==> config.mk <==
export PLATFORM = sky130hd
export DESIGN_NAME = hazard_ctrl
export DESIGN_NICKNAME = d
export VERILOG_FILES = /design/src/rtl/hazard_ctrl.sv
export SDC_FILE = /design/constraint.sdc
export NUM_CORES = 1
export LEC_CHECK = 0
export CAP_MARGIN = 5
export CORE_ASPECT_RATIO = 0.6
export CORE_MARGIN = 5
export CORE_UTILIZATION = 25
export DETAILED_ROUTE_END_ITERATION = 16
export PLACE_DENSITY = 0.52
export SETUP_SLACK_MARGIN = 0.5
export SLEW_MARGIN = 20
export SYNTH_ARGS = -nofsm -noshare
export SYNTH_HDL_FRONTEND = slang
export SYNTH_SLANG_ARGS = --single-unit
==> constraint.sdc <==
create_clock -name clk_i -period 2.64 [get_ports clk_i]
set_clock_uncertainty 0.05 [all_clocks]
set_input_delay 0.528 -clock clk_i [delete_from_list [all_inputs] [get_ports clk_i]]
set_output_delay 0.528 -clock clk_i [all_outputs]
set_load 0.02 [all_outputs]
==> src/rtl/hazard_ctrl.sv <==
// Hazard/stall controller for a 5-stage RISC-V pipeline: stage enables and bubble flushes.
// Latency: enables/flushes are Mealy (same cycle as inputs); counters and timeout are registered.
// Backpressure: a data-memory wait freezes every stage until mem_ack; load-use holds PC and IF/ID.
module hazard_ctrl #(
  parameter int unsigned LU_STALL_CYCLES = 1,
  parameter int unsigned MEM_TIMEOUT     = 256,
  parameter int unsigned CNT_W           = 32
) (
  input  logic             clk_i,
  input  logic             rst_ni,
  input  logic [31:0]      id_inst_i,
  input  logic             ex_mem_read_i,
  input  logic [4:0]       ex_rd_i,
  input  logic             ex_branch_taken_i,
  input  logic             mem_req_i,
  input  logic             mem_ack_i,
  output logic             pc_en_o,
  output logic             if_id_en_o,
  output logic             id_ex_en_o,
  output logic             ex_mem_en_o,
  output logic             if_id_flush_o,
  output logic             id_ex_flush_o,
  output logic             mem_wb_flush_o,
  output logic             mem_timeout_o,
  output logic [CNT_W-1:0] stall_count_o,
  output logic [CNT_W-1:0] flush_count_o
);

  typedef enum logic [1:0] {RUN = 2'd0, LU_STALL = 2'd1, MEM_WAIT = 2'd2} state_t;

  // Control vector: {pc_en, if_id_en, id_ex_en, ex_mem_en, if_id_flush, id_ex_flush, mem_wb_flush}
  localparam logic [6:0]  CTL_RUN     = 7'b1111_000;
  localparam logic [6:0]  CTL_BR      = 7'b1111_110;
  localparam logic [6:0]  CTL_LU      = 7'b0011_010;
  localparam logic [6:0]  CTL_FRZ     = 7'b0000_001;
  localparam logic [3:0]  LU_REM_INIT = 4'(LU_STALL_CYCLES - 1);
  localparam logic [15:0] TIMEOUT_VAL = 16'(MEM_TIMEOUT);
  localparam logic [CNT_W-1:0] CNT_MAX = {CNT_W{1'b1}};

  state_t           state_q, state_d, ret_state_q, ret_state_d, eff_state;
  logic [3:0]       lu_rem_q, lu_rem_d;
  logic [15:0]      wait_cnt_q, wait_cnt_d;
  logic             mem_timeout_q, mem_timeout_d;
  logic [CNT_W-1:0] stall_cnt_q, flush_cnt_q;
  logic [6:0]       ctl;
  logic             flush_inc;
  logic             use_rs1, use_rs2, lu_hazard, mem_stall;
  logic             unused_inst_bits;

  assign unused_inst_bits = ^{id_inst_i[31:25], id_inst_i[14:7]};

  // Source-register usage decode and hazard detection
  always_comb begin
    use_rs1 = 1'b0;
    use_rs2 = 1'b0;
    case (id_inst_i[6:0])
      7'b0000011, 7'b0010011: use_rs1 = 1'b1;
      7'b0100011, 7'b1100011, 7'b0110011: begin
        use_rs1 = 1'b1;
        use_rs2 = 1'b1;
      end
      default: ;
    endcase
    lu_hazard = ex_mem_read_i && (ex_rd_i != 5'd0) &&
                ((use_rs1 && (ex_rd_i == id_inst_i[19:15])) ||
                 (use_rs2 && (ex_rd_i == id_inst_i[24:20])));
    mem_stall = mem_req_i && !mem_ack_i;
  end

  // Priority-ordered control and next-state evaluation
  always_comb begin
    state_d       = state_q;
    ret_state_d   = ret_state_q;
    lu_rem_d      = lu_rem_q;
    wait_cnt_d    = wait_cnt_q;
    mem_timeout_d = mem_timeout_q;
    flush_inc     = 1'b0;
    ctl           = CTL_RUN;
    // On the ack cycle the stalled state resumes with its own rules.
    eff_state     = (state_q == MEM_WAIT) ? ret_state_q : state_q;
    if ((state_q != MEM_WAIT) && mem_stall) begin
      ctl         = CTL_FRZ;
      ret_state_d = state_q;
      wait_cnt_d  = 16'd1;
      state_d     = MEM_WAIT;
    end else if ((state_q == MEM_WAIT) && !mem_ack_i) begin
      ctl = CTL_FRZ;
      if (wait_cnt_q != 16'hFFFF) begin
        wait_cnt_d = wait_cnt_q + 16'd1;
        if (wait_cnt_d == TIMEOUT_VAL) mem_timeout_d = 1'b1;
      end
    end else begin
      state_d = eff_state;
      if (eff_state == LU_STALL) begin
        // A bubble sits in EX, so a taken-branch indication here is meaningless.
        ctl      = CTL_LU;
        lu_rem_d = lu_rem_q - 4'd1;
        if (lu_rem_q <= 4'd1) state_d = RUN;
      end else if (ex_branch_taken_i) begin
        ctl       = CTL_BR;
        flush_inc = 1'b1;
      end else if (lu_hazard) begin
        ctl = CTL_LU;
        if (LU_STALL_CYCLES > 1) begin
          lu_rem_d = LU_REM_INIT;
          state_d  = LU_STALL;
        end
      end
    end
  end

  // FSM state, wait counter and sticky timeout
  always_ff @(posedge clk_i or negedge rst_ni) begin
    if (!rst_ni) begin
      state_q       <= RUN;
      ret_state_q   <= RUN;
      lu_rem_q      <= 4'd0;
      wait_cnt_q    <= 16'd0;
      mem_timeout_q <= 1'b0;
    end else begin
      state_q       <= state_d;
      ret_state_q   <= ret_state_d;
      lu_rem_q      <= lu_rem_d;
      wait_cnt_q    <= wait_cnt_d;
      mem_timeout_q <= mem_timeout_d;
    end
  end

  // Saturating stall and squash counters
  always_ff @(posedge clk_i or negedge rst_ni) begin
    if (!rst_ni) begin
      stall_cnt_q <= '0;
      flush_cnt_q <= '0;
    end else begin
      if (!ctl[6] && (stall_cnt_q != CNT_MAX)) stall_cnt_q <= stall_cnt_q + 1'b1;
      if (flush_inc && (flush_cnt_q != CNT_MAX)) flush_cnt_q <= flush_cnt_q + 1'b1;
    end
  end

  // While in reset every register is held and loaded with a bubble.
  assign pc_en_o        = rst_ni & ctl[6];
  assign if_id_en_o     = rst_ni & ctl[5];
  assign id_ex_en_o     = rst_ni & ctl[4];
  assign ex_mem_en_o    = rst_ni & ctl[3];
  assign if_id_flush_o  = ~rst_ni | ctl[2];
  assign id_ex_flush_o  = ~rst_ni | ctl[1];
  assign mem_wb_flush_o = ~rst_ni | ctl[0];
  assign mem_timeout_o  = mem_timeout_q;
  assign stall_count_o  = stall_cnt_q;
  assign flush_count_o  = flush_cnt_q;

endmodule

==> results.md, run 1 <==
* Post-layout worst setup margin at 0.141 ns
* Maximum achievable frequency at 400 MHz
* Async set-reset flop share out of synthesis at 1.00
* Die Wd at 190 um
* Global-route usage over all layers at 0.126
* Share of cells above drive strength 1 at 0.262
* Setup repair after global routing missed its margin: true
* Category of the most critical setup path: in -> out
* Antenna violations before repair at 0
* Dpl ws at -0.770 ns
* Worst supply voltage drop on vdd at 0.529 mV
* Power density cells at 589 mW/mm^2
* Root buffer cell: sky130_fd_sc_hd__clkbuf_16
* Adder-cell area share of the yosys netlist at 0.0129
* Post-synthesis share of cell area spent on xor and xnor gates at 0.139
* Most frequent cells in the layout: 75 x sky130_fd_sc_hd__dfrtp_1, 66 x sky130_fd_sc_hd__clkdlybuf4s50_1, 55 x sky130_fd_sc_hd__buf_4
* Global-route wire length before repair at 23000 um
* Post-synthesis simple-gate area fraction at 0.260
* Mean cell area of the mapped netlist at 9.64 sq um
* Most common cell after layout, fill and taps aside: sky130_fd_sc_hd__dfrtp_1
* Number of synthesized flops with an enable pin at 0
* Dominant combinational cell family by area after synthesis: simple AND/OR/NAND/NOR gates
* Number of iterations in the first detailed-routing pass at 4
* Count of buffers inserted at the top-level ports at 99
* Number of nets in the finished design at 712
* Accumulated negative setup slack at 0 ns
* GPL Wtd Cong at 0.836
* CTS H-tree depth at 3
* Clock tree from TritonCTS: yes
* Filler Cells Inserted at 1848
* Sequential share of the synthesized area at 0.460
* Nature of the critical path endpoint: output pin
* Critical Path AT at 1.92 ns
* Run status: complete, no violations
* Seq cells post-synth at 89
* Number of buffers and inverters on the critical path at 2
* Area of the die at 0.0223 sq mm
* Cell Area, Synth at 0.00484 sq mm
* List of cells traversed by the critical path: buf_6 -> or4_4 -> o21ai_4 -> nor2_2 -> o41ai_2 -> nand2_1 -> buf_6
* Clock buffers created by TritonCTS at 9
* Cell variety after synth at 52
* Vias in the first global route at 4375
* Number of clock sinks at 89
* Slowest stage cell on the critical path: sky130_fd_sc_hd__or4_4
* Antenna cell count at 0
* CTS clk-pin slew, worst paths at 0.07 ns
* Number of vias in the routed layout at 4408
* WL/cell at 16.2 um
* Die extent in y at 118 um
* Static Leak at 0.00306 uW
* Area fraction in compound gates after synthesis at 0.0846
* Most used cell along the critical path: sky130_fd_sc_hd__buf_6
* Cells on worst reg2reg path at 5
* Hold violation count in the final report at 0
* Total gr overflow at 0
* Endpoint required time on the critical path at 2.06 ns
* Max Cap Viol at 0
* Sum of net half-perimeters after detailed placement at 10500 um
* Longest Clk Path Bufs at 2
* Ys flop type: sky130_fd_sc_hd__dfrtp_1
* Reg-to-reg critical path endpoint: mem_timeout_o$_DFFE_PN0P_
* Core area at 0.0190 sq mm
* Cell family contributing the most delay on the critical path: simple AND/OR/NAND/NOR gates
* Cell row count at 39
* Internal reg-to-reg setup slack at 0.55 ns
* Period Utilization, post-route at 0.947
* Portion of netlist area occupied by mux cells at 0.00905
* First DRT Iteration DRCs at 293
* Sort of element at the start of the critical path: input port
* Max Transition Viols Final at 0
* Cells after Synth at 502
* Largest net degree at the start of global routing at 37
* Post-detailed-route DRC marker count at 0
* Routed vias/inst at 4.82
* Headroom to the max-slew limit at 0.590
* Final Instance Count excl. Fillers at 915
* Maximum fanout encountered on the critical timing path at 2
* Reg-to-Reg Start: wait_cnt_q[4]$_DFFE_PN0P_
* Finished Cell Area at 0.00728 sq mm
* # setup viols final at 0
* Area growth syn-to-layout at 50.5%
* Starting density of the core at 0.254
* I/O pin count at 115
* Synth warn at 0
* Slew @ Worst Pin at 0.599 ns
* Post-synth net total at 550
* Cell area after placement at 0.00636 sq mm
* Overall routed net length at 14800 um
* Maximum cell stage delay along the critical path at 0.54 ns
* Post-route ant nets at 0
* Clock insertion delay at the later pin of the skew report at 0.34 ns
* Class of the worst hold path: in -> async
* Number of cells after detailed placement at 865
* Final period demand of the worst path at 2.50 ns
## metal layers
layer | share of wire | global-route usage
met1 | 0.50 | 0.181
met2 | 0.44 | 0.187
met3 | 0.042 | 0.0311
met4 | 0.018 | 0.0393
met5 | 0 | 0
## how the worst max path moves through the flow
| stage | startpoint | endpoint | slack (ns) | cells after the start |
|---|---|---|---|---|
| 3_5_place_dp | ex_rd_i[1] | id_ex_flush_o | -0.77 | 7 |
| 3_3_place_gp | ex_rd_i[1] | id_ex_flush_o | -0.79 | 7 |
| 6_report | ex_rd_i[1] | id_ex_flush_o | 0.14 | 7 |
| 4_1_cts | ex_rd_i[3] | if_id_en_o | 0.14 | 9 |
| 5_1_grt | ex_rd_i[1] | id_ex_flush_o | 0.1 | 7 |
| 2_1_floorplan | ex_rd_i[4] | pc_en_o | 0.25 | 7 |
## state kept, by name, indices dropped and copies added, names as in the netlist
name           cells
wait_cnt_q        16
stall_count_o     32
flush_count_o     32
state_q            2
lu_rem_q           4
ret_state_q        2
mem_timeout_o      1
## cells in the mapped netlist (12+ instances only)
cell	number	area (sq um)
sky130_fd_sc_hd__and3_1	26	163
sky130_fd_sc_hd__buf_2	12	60.1
sky130_fd_sc_hd__dfrtp_1	89	2230
sky130_fd_sc_hd__inv_1	13	48.8
sky130_fd_sc_hd__nand2_1	38	143
sky130_fd_sc_hd__nand3_1	40	200
sky130_fd_sc_hd__nand4_1	33	206
sky130_fd_sc_hd__nor2_1	38	143
sky130_fd_sc_hd__nor3_1	12	60.1
sky130_fd_sc_hd__o21ai_0	13	65.1
sky130_fd_sc_hd__o21ai_1	14	70.1
sky130_fd_sc_hd__xnor2_1	55	482
sky130_fd_sc_hd__xor2_1	22	193
## final cells by class
class	count	area, sq um	area share
multi-input combinational	380	2740	0.376
sequential	89	2240	0.308
timing repair buffer	171	1640	0.225
tap	246	308	0.0423
clock buffer	9	225	0.0309
clock inverter	7	83.8	0.0115
inverter	13	48.8	0.00670
## power breakdown
| part | total (uW) | leakage [uW] | internal (uW) | switching, uW |
|---|---|---|---|---|
| Clock | 1340 | 0.000149 | 755 | 587 |
| Combinational | 1220 | 0.00173 | 636 | 584 |
| Sequential | 1730 | 0.00118 | 1520 | 206 |
## metrics by stage
stage | hold slack [ns] | utilization | power (uW)
6_report | 0.194 | 0.383 | 4290
4_1_cts | 0.178 | 0.359 | 4160
3_3_place_gp | 0.349 | 0.334 | 2710
5_1_grt | 0.203 | 0.383 | 4530
2_1_floorplan | 0.182 | - | 2240
3_5_place_dp | 0.350 | 0.334 | 2740
## timing repair
item / CTS / global route
pin swaps: 19 / 16
gates cloned: 1 / 1
endpoints found under the hold margin: 8 / 0
resized for setup: 114 / 67
setup buffers: 8 / 23
hold buffers: 1 / 0
setup endpoints to repair: 86 / 77
## kinds of logic after synthesis
kind of cell | count (synthesis)
simple gates | 232
flops | 89
xor+xnor | 77
compound gates | 62
buf+inv | 33
fa+ha+maj | 5
mux | 4
(Power assumes the default switching activity.)
==> inputs of run 2 (changes only) <==
- clock period: 2.64 -> 2.3 ns (I/O delays scaled with it)
==> run 2 against run 1 <==
  * The flow now finishes with violations (setup timing)
  * Sequential power up 17%
  * Via count up 7.8%
  * Worst hold slack better by 0.045 ns
  * Register-to-register slack worse by 0.41 ns
  * First-iteration DRC count up 5.1%
  * Critical path depth unchanged
==> results.md, run 2 (synthesis results as in run 1) <==
* Maximum fanout encountered on the critical timing path at 3
* I/O pin count at 115
* Slew @ Worst Pin at 0.746 ns
* Antenna cell count at 0
* Longest Clk Path Bufs at 2
* Final total power at 5370 uW
* Power share of the clock group at 0.300
* Global-route usage over all layers at 0.132
* Starting density of the core at 0.254
* Max Cap Viol at 0
* Total internal power at 3650 uW
* Worst hold slack across all endpoints at 0.239 ns
* Post-route ant nets at 0
* Gate power share at 0.324
* Class of the worst hold path: in -> async
* Max Transition Viols Final at 0
* Count of buffers inserted at the top-level ports at 99
* Post-detailed-route DRC marker count at 0
* Core area at 0.0190 sq mm
* Nature of the critical path endpoint: output pin
* Period Utilization, post-route at 1.03
* WL/cell at 16.4 um
* Net switching power at 1720 uW
* Routed vias/inst at 4.90
* Worst supply voltage drop on vdd at 0.408 mV
* Critical Path AT at 1.85 ns
* Clock insertion delay at the later pin of the skew report at 0.33 ns
* Die Wd at 190 um
* Number of clock sinks at 89
* Sort of element at the start of the critical path: input port
* Largest net degree at the start of global routing at 57
* Antenna violations before repair at 0
* Category of the most critical setup path: in -> out
* Final period demand of the worst path at 2.36 ns
* Vias in the first global route at 4629
* Accumulated negative setup slack at -0.107 ns
* Most frequent cells in the layout: 89 x sky130_fd_sc_hd__buf_4, 73 x sky130_fd_sc_hd__dlygate4sd2_1, 67 x sky130_fd_sc_hd__dfrtp_1
* Number of vias in the routed layout at 4751
* First DRT Iteration DRCs at 308
* Most common cell after layout, fill and taps aside: sky130_fd_sc_hd__buf_4
* Filler Cells Inserted at 1825
* CTS clk-pin slew, worst paths at 0.06 ns
* Power density cells at 648 mW/mm^2
* Run status: finished, violations left
* Setup repair after global routing missed its margin: true
* Switching part of the total power at 0.321
* GPL Wtd Cong at 0.830
* Number of iterations in the first detailed-routing pass at 5
* Clock tree from TritonCTS: yes
* Global-route wire length before repair at 24600 um
* CTS H-tree depth at 3
* Share of cells above drive strength 1 at 0.421
* Die extent in y at 118 um
* Root buffer cell: sky130_fd_sc_hd__clkbuf_16
* Hold violation count in the final report at 0
* Clock buffers created by TritonCTS at 9
* Endpoint required time on the critical path at 1.79 ns
* # setup viols final at 3
* Cell row count at 39
* Maximum achievable frequency at 423 MHz
* Number of nets in the finished design at 767
* Area growth syn-to-layout at 71.4%
* Power share of the sequential group at 0.375
* Overall routed net length at 15900 um
* Sum of net half-perimeters after detailed placement at 10000 um
* Total gr overflow at 0
* Headroom to the max-slew limit at 0.502
* Static Leak at 0.00380 uW
* Post-layout worst setup margin at -0.0621 ns
* Failing checks: setup timing
* Area of the die at 0.0223 sq mm
## run 2: cell types whose count changed in the layout (fill, tap and decap cells not counted), moves of 9 or more
cell | before | now
sky130_fd_sc_hd__buf_4 | 55 | 89
sky130_fd_sc_hd__buf_6 | 18 | 35
sky130_fd_sc_hd__clkdlybuf4s50_1 | 66 | 3
sky130_fd_sc_hd__dlygate4sd2_1 | 13 | 73
sky130_fd_sc_hd__nand3_1 | 32 | 20
sky130_fd_sc_hd__nand3_4 | 1 | 10
sky130_fd_sc_hd__nor2_1 | 35 | 23
sky130_fd_sc_hd__o21ai_2 | 1 | 10
sky130_fd_sc_hd__xnor2_1 | 53 | 43
sky130_fd_sc_hd__xnor2_2 | 2 | 12
## run 2: cell type report
type	instances	area, sq um	share of cell area
Inverter	13	51.3	0.00619
Timing Repair Buffer	225	2070	0.250
Clock inverter	4	76.3	0.00921
Clock buffer	12	246	0.0297
Sequential cell	89	2250	0.272
Tap cell	246	308	0.0371
Multi-Input combinational cell	381	3280	0.396
## run 2: worst max-delay path, cell delays in order
cell                      delay [ns]
sky130_fd_sc_hd__buf_8          0.10
sky130_fd_sc_hd__or4_4          0.52
sky130_fd_sc_hd__o21ai_2        0.15
sky130_fd_sc_hd__nor2_1         0.07
sky130_fd_sc_hd__o41ai_1        0.30
sky130_fd_sc_hd__nand2_1        0.11
sky130_fd_sc_hd__buf_6          0.14
## run 2: stage by stage
stage / cell area, sq um / setup WS [ns] / util / cells
after floorplan: 5070 / 0.0465 / - / 502
after global placement: 6650 / -0.930 / 0.349 / 881
after detailed placement: 6650 / -0.935 / 0.349 / 881
after CTS: 7530 / -0.107 / 0.396 / 934
after global routing: 8290 / -0.153 / 0.436 / 970
final: 8290 / -0.0621 / 0.436 / 970
## run 2: final timing paths
path	start	endpoint	slack [ns]	depth (start not counted)
worst min register to register	lu_rem_q[3]$_DFFE_PN0P_	lu_rem_q[3]$_DFFE_PN0P_	0.41	1
max in group asynchronous	rst_ni	wait_cnt_q[3]$_DFFE_PN0P_	1.28	2
worst min-delay path	rst_ni	state_q[1]$_DFFE_PN0N_	0.24	2
worst max register to register	state_q[1]$_DFFE_PN0N_	flush_count_o[9]$_DFFE_PN0P_	0.14	9
min in group clk_i	lu_rem_q[3]$_DFFE_PN0P_	lu_rem_q[3]$_DFFE_PN0P_	0.41	1
worst max-delay path	ex_rd_i[1]	id_ex_flush_o	-0.06	7
## run 2: timing repair
item,in CTS,in global routing
hold endpoints to repair,5,0
buffers inserted,33,34
pin swaps,65,55
endpoints found under the setup margin,155,91
resized for setup,249,102
cloned,3,2
hold buffers,1,0
## run 2: per-layer routing
metal / wire length [um] / share of wire / vias to the layer above / track usage
li1: - / - / 2245 / -
met1: 7720 / 0.49 / 2375 / 0.189
met2: 7240 / 0.46 / 120 / 0.205
met3: 779 / 0.049 / 11 / 0.0305
met4: 137 / 0.0086 / 0 / 0.0271
met5: 0 / 0 / - / 0
## run 2: power groups by stage
| stage | clock [uW] | sequential, uW | combinational (uW) |
|---|---|---|---|
| after detailed placement | 0 | 2030 | 1200 |
| after CTS | 1670 | 2010 | 1400 |
| final | 1610 | 2020 | 1740 |
| after global routing | 1740 | 2050 | 1870 |
| after global placement | 0 | 2020 | 1180 |
| after floorplan | 0 | 2110 | 535 |
